## src/rtl/fdce_arb_pkg.sv

```systemverilog
// fdce_arb_pkg: shared types and helpers for the FDCE round-robin write arbiter
package fdce_arb_pkg;

    typedef enum logic {EMPTY, FULL} arb_state_t;

    function automatic int id_w(input int n);
        return $clog2(n);
    endfunction

endpackage

```

## src/rtl/rr_priority_pick.sv

```systemverilog
// rr_priority_pick: combinational round-robin pick (rotate, priority-encode, un-rotate)
module rr_priority_pick
    import fdce_arb_pkg::*;
#(
    parameter int N = 4,
    localparam int W = id_w(N)
) (
    input  logic [N-1:0] req,
    input  logic [W-1:0] ptr,
    output logic [W-1:0] gnt,
    output logic         any
);

    logic [2*N-1:0] dbl;
    logic [N-1:0]   rot;
    logic [W-1:0]   idx;
    logic [W:0]     sum;

    // rot[k] is req[(ptr+k) mod N], so the lowest set bit is the next in turn
    always_comb begin
        dbl = {req, req} >> ptr;
        rot = dbl[N-1:0];
        idx = '0;
        for (int i = N - 1; i >= 0; i--)
            if (rot[i]) idx = W'(i);
        sum = {1'b0, idx} + {1'b0, ptr};
        gnt = (sum >= (W+1)'(N)) ? W'(sum - (W+1)'(N)) : sum[W-1:0];
    end

    assign any = |req;

endmodule

```

## src/rtl/fdce_rr_write_arbiter.sv

```systemverilog
// fdce_rr_write_arbiter: round-robin arbiter loading one CE-gated, async-clear holding register
module fdce_rr_write_arbiter
    import fdce_arb_pkg::*;
#(
    parameter int N_REQ  = 4,
    parameter int DATA_W = 8,
    localparam int ID_W  = id_w(N_REQ)
) (
    input  logic                    C,
    input  logic                    CLR,
    input  logic [N_REQ-1:0]        req_valid,
    input  logic [N_REQ*DATA_W-1:0] req_data,
    output logic [N_REQ-1:0]        req_ready,
    output logic                    out_valid,
    output logic [DATA_W-1:0]       out_data,
    output logic [ID_W-1:0]         out_id,
    input  logic                    out_ready
);

    arb_state_t      state, state_nxt;
    logic [ID_W-1:0] ptr, gnt;
    logic            any, ce;

    rr_priority_pick #(.N(N_REQ)) u_pick (
        .req (req_valid),
        .ptr (ptr),
        .gnt (gnt),
        .any (any)
    );

    // CLR gates ce so no handshake can complete while reset is held
    assign ce        = !CLR && any && (state == EMPTY || out_ready);
    assign req_ready = ce ? ({{(N_REQ-1){1'b0}}, 1'b1} << gnt) : '0;
    assign out_valid = state == FULL;

    always_comb state_nxt = ce ? FULL : (out_ready ? EMPTY : state);

    always_ff @(posedge C or posedge CLR) begin
        if (CLR) begin
            state    <= EMPTY;
            ptr      <= '0;
            out_data <= '0;
            out_id   <= '0;
        end else begin
            state <= state_nxt;
            if (ce) begin
                out_data <= req_data[gnt*DATA_W +: DATA_W];
                out_id   <= gnt;
                ptr      <= (gnt == ID_W'(N_REQ - 1)) ? '0 : gnt + 1'b1;
            end
        end
    end

endmodule

```

## config.mk

```make
export PLATFORM = sky130hd
export DESIGN_NAME = fdce_rr_write_arbiter
export DESIGN_NICKNAME = d
export VERILOG_FILES = /design/src/rtl/fdce_arb_pkg.sv /design/src/rtl/rr_priority_pick.sv /design/src/rtl/fdce_rr_write_arbiter.sv
export SDC_FILE = /design/constraint.sdc
export NUM_CORES = 1
export LEC_CHECK = 0
export BUFFER_PORTS_ARGS = -buffer_cell sky130_fd_sc_hd__buf_2
export CAP_MARGIN = 20
export CELL_PAD_IN_SITES_DETAIL_PLACEMENT = 1
export CELL_PAD_IN_SITES_GLOBAL_PLACEMENT = 1
export CORE_ASPECT_RATIO = 2
export CORE_MARGIN = 2
export CORE_UTILIZATION = 34
export DETAILED_ROUTE_END_ITERATION = 12
export GPL_ROUTABILITY_DRIVEN = 1
export PLACE_DENSITY_LB_ADDON = 0.05
export SYNTH_ARGS = -nofsm -noshare
export SYNTH_HDL_FRONTEND = slang
export SYNTH_SLANG_ARGS = --single-unit
```

## constraint.sdc

```tcl
create_clock -name C -period 4.1 [get_ports C]
set_input_delay 0.205 -clock C [delete_from_list [all_inputs] [get_ports C]]
set_output_delay 0.205 -clock C [all_outputs]
set_load 0.05 [all_outputs]
```

# Word level (Yosys, flattened, before mapping)
# Index checks and enable logic that the tools add are counted.
# classes
add_sub_neg,3
magnitude_cmp,1
n_eq_ne,1
shifts,3
mux,9
bitwise_logic,1
reduce_logical,6
# ops
operator,n
indexed part select 32 x 6 -> 8 bit,1
2-to-1 mux 2 bit,6
>> shifter 8 x 2 -> 4 bit,1
2-to-1 mux 4 bit,1
OR reduction 4 bit,1
<< shifter 1 x 2 -> 4 bit (first input constant),1
adder 2 x 2 -> 3 bit,1
>= comparator 3 bit (second input constant),1
adder 2 x 1 -> 2 bit (second input constant),1
== test 2 bit (second input constant),1
logical AND 1 bit,2
2-to-1 mux 1 bit,2
nonzero test 2 bit,1
subtractor 2 x 1 -> 2 bit (second input constant),1
zero test 1 bit,1
logical OR 1 bit,1
NOT 1 bit,1
# word_totals
reg_bits,13
input_bits,39

# Depth between registers and ports, before layout
# depth
ltp_word,10
ltp_mapped,12

# Hierarchy
# A second synthesis with hierarchy kept.
# unflattened
cells_unflattened,80
hier_area_um2,997.2
# modules_own_cells
mod,instances,cells_each,area_each_um2,seq_area_each_um2
fdce_rr_write_arbiter,1,53,818.3,325.3
rr_priority_pick,1,27,178.9,0.0

# Worst setup path after synthesis
# No wires, ideal clock.
# synth_timing
kind,reg-to-output
startpoint,register ptr[0]
endpoint,output req_ready[0]
t_arrival_ns,2.995
required_time_ns,3.895
slack_ns,0.900
stages_incl_launch_ff,12
path_buffers,4
path_cell_list,dfrtp_1 buf_2 and3b_1 a21oi_1 nor2_1 a21oi_1 o221ai_1 ha_1 buf_2 clkbuf_1 clkbuf_1 nor3_1
# synth_between
elab_chain_cells,10
# synth_rtl
element,line,rtl
from (decl),fdce_rr_write_arbiter.sv:21,"logic [ID_W-1:0] ptr, gnt;"
from (signal assigned),fdce_rr_write_arbiter.sv:49,ptr <= (gnt == ID_W'(N_REQ - 1)) ? '0 : gnt + 1'b1;
>> shifter 8 x 2 -> 4 bit,rr_priority_pick.sv:21,"dbl = {req, req} >> ptr;"
2-to-1 mux 2 bit (4 in series),rr_priority_pick.sv:25,if (rot[i]) idx = W'(i);
adder 2 x 2 -> 3 bit *,rr_priority_pick.sv:26,"sum = {1'b0, idx} + {1'b0, ptr};"
>= comparator 3 bit / subtractor 2 x 1 -> 2 bit (equally long branches),rr_priority_pick.sv:27,gnt = (sum >= (W+1)'(N)) ? W'(sum - (W+1)'(N)) : sum[W-1:0];
2-to-1 mux 2 bit *,rr_priority_pick.sv:27,
net gnt[0],fdce_rr_write_arbiter.sv:21,
<< shifter 1 x 2 -> 4 bit *,fdce_rr_write_arbiter.sv:33,"assign req_ready = ce ? ({{(N_REQ-1){1'b0}}, 1'b1} << gnt) : '0;"
2-to-1 mux 4 bit *,fdce_rr_write_arbiter.sv:33,
to (decl),fdce_rr_write_arbiter.sv:13,"output logic [N_REQ-1:0] req_ready,"
# The timed path passes the listed nets; every way through them passes the cells marked *.

# Worst setup path after layout
# layout_timing
startpoint,register ptr[0]
endpoint,output req_ready[1]
# Same word-level chain as after synthesis.

==> impl_metrics.yaml <==
status:
  status: "complete, no violations"
synthesis:
  yosys-top-cells-count: "18 x nand2_1, 16 x nor2b_1, 13 x dfrtp_1"
  synth_top_cell_area_share_pct: 31.1
  synth.net_count: 163
  yosys.area.top_type: "dfrtp_1"
  synth-edff-count: 0
  syn_avg_cell_area_um2: 8.49
  yosysWarningCount: 0
  ys_types: 35
  syn-cell-area_um2: 1040
  synth-seq-cells: 13
  synth.most_common_cell: "nand2_1"
  syn_inst: 123
  ys_seq_area_share_pct: 31.1
  synth_area_leaders: "dfrtp_1 31%, nor2b_1 9.6%, a221oi_1 6.7%"
  yosys_most_used_dff: "dfrtp_1"
  async_reset_ff_share_pct: 100
timing:
  finalSetupViolCount: 0
  period_share_pct: 79.1
  fmax_mhz: 309
  relSlewSlack_pct: 33.6
  worst-slew-pin-transition_ps: 996
  fin_skew_ps: 1.13
  whs_ps: 14.6
  tns_ps: 0
  rsz0062_at_grt: "no"
  hold_viol: 0
  drv_slew: 0
  period_needed_ps: 3240
  setup_slack_ps: 859
clocking:
  holdBufCountCts: 0
  clock-root-buffer: "clkbuf_8"
  cts_resized: 0
  insertion_delay_ps: 240
  h-tree-depth: 1
  cts_inserted_buffers: 3
  cts_buffer_depth: 2
  cts_tree: "yes"
  clk_pin_slew_ps: 60
  cts_setup_buffers: 0
  clock-sinks: 13
cells_and_area:
  multi_input_area_um2: 681
  seq_area_um2: 325
  finalInstanceArea_um2: 1360
  n_fill_cell: 396
  drive_above_1_share_pct: 36.6
  fin_nets: 213
  diodes: 0
  synthToLayoutAreaGrowth_pct: 29.9
  final_util_pct: 46.1
  instances_no_fill: 202
worst_setup_path:
  worstPathArrival_ps: 3040
  crit_family: "adder cells"
  rrSetupSlack_ps: 1190
  max_stage_delay_ps: 970
  rr_endpoint: "out_data[4]"
  crit_path_cell_trace: "and3b_1 > a21oi_1 > nor2_1 > a21oi_1 > o221ai_1 > ha_1 > nand2_1 > nor2_1 > buf_2"
  cp_slowest_cell: "ha_1"
  critPathKind: "register to primary output"
  required_ps: 3890
  rr_startpoint: "ptr[0]"
  cp-start-kind: "register"
  cp_max_fo: 37
  worstSetupEndpointType: "primary output"
  cp.buffers_inverters: 1
  reg2reg_depth: 9
global_routing:
  grt_pass1_wl_um: 5610
  overflow: 0
  grt_max_degree: 38
  grt_pass1_vias: 1246
  grt_antenna_before_repair: 0
  grt_use_total_pct: 20.7
job:
  drv_cap: 0
power:
  powerDensity_nw_per_um2: 909
  peakVddDrop_mv: 0.482
  p_leak_nw: 0.635
  p_total_mw: 1.23
route:
  drt_pass1_iterations: 4
  vias: 1146
  ant_nets: 0
  drt-initial-drc-count: 15
  drt-wirelength-per-cell_um: 16.0
  wl_um: 3230
  vias_per_cell: 5.67
  drc: 0
floorplan:
  io-pin-count: 54
  start_util_pct: 35.5
  die_area_um2: 3560
  rows: 28
  fp.dieW_um: 43.2
  core_um2: 2940
  chipHeight_um: 82.4
min_path:
  hold_path_class: "primary input to asynchronous set/reset pin"
placement:
  dp_cells: 198
  post-dp-hpwl_um: 2540
  pre_cts_slack_ps: 1060
  gp_congestion: 0.701
  io_buffers: 53
  place_area_um2: 1310
-- routing by layer --
metal  routed length [um]  track usage (%)  up-vias
li1                     -                -      558
met1                 1160             20.2      546
met2                 1870             41.0       38
met3                  144             3.26        4
met4                   46             8.79        0
met5                    0                0        -
-- where the power goes --
part | leakage [nW] | internal, mW | switching [mW]
clock network | 0.0228 | 0.0686 | 0.0471
registers | 0.157 | 0.188 | 0.0517
logic | 0.455 | 0.267 | 0.611
-- cells in the final DEF (no fill, tap or decap), drive strengths merged, types with 3 or more instances in the layout --
cell type  synthesis  layout
a2111oi            8       8
a21oi              4       4
a221oi             8       8
buf                4      53
clkbuf             4       4
dfrtp             13      13
nand2             18      18
nand2b             4       4
nor2               7       7
nor2b             16      16
nor3               5       5
nor3b              3       3
o21ai              3       3
o31ai              9       9
-- worst register-to-register path, cell delays in order (launching register included) --
cell,delay [ps]
dfrtp_1,500
and3b_1,230
a21oi_1,110
nor2_1,50
a21oi_1,130
o221ai_1,130
ha_1,970
nor2b_1,100
a2111oi_0,430
o31ai_1,110
-- logic make-up (layout without fill, tap and decap cells) --
kind of cell | after synthesis | in the layout | share of synthesized area, %
DFF | 13 | 13 | 31.1
muxes | 1 | 1 | 1.44
buffers and inverters | 9 | 58 | 3.71
xor gates and xnor gates | 2 | 2 | 1.68
AOI/OAI and AO/OA | 40 | 40 | 31.3
and+or+nand+nor | 57 | 57 | 29.6
adders and majority gates | 1 | 1 | 1.20
-- sequential cells by signal, indices dropped and copies added, names as in the netlist --
name / count
ptr: 2
out_data: 8
out_valid: 1
out_id: 2
-- area by class of cell --
class	count	share of cell area, %
sequential	13	24.0
inverter	1	0.276
tap	30	2.76
timing repair buffer	53	19.5
multi-input combinational	101	50.1
clock buffer	4	3.32
-- how the worst max path moves through the flow --
stage / from / end / slack [ps] / cells past startpoint
floorplan: ptr[0] / req_ready[0] / 900 / 11
global placement: ptr[0] / req_ready[1] / 1200 / 9
detailed placement: ptr[0] / req_ready[1] / 1060 / 9
CTS: ptr[0] / req_ready[1] / 790 / 9
global route: ptr[0] / req_ready[1] / 490 / 9
finish: ptr[0] / req_ready[1] / 860 / 9
Power figures use the tool's default switching activity.
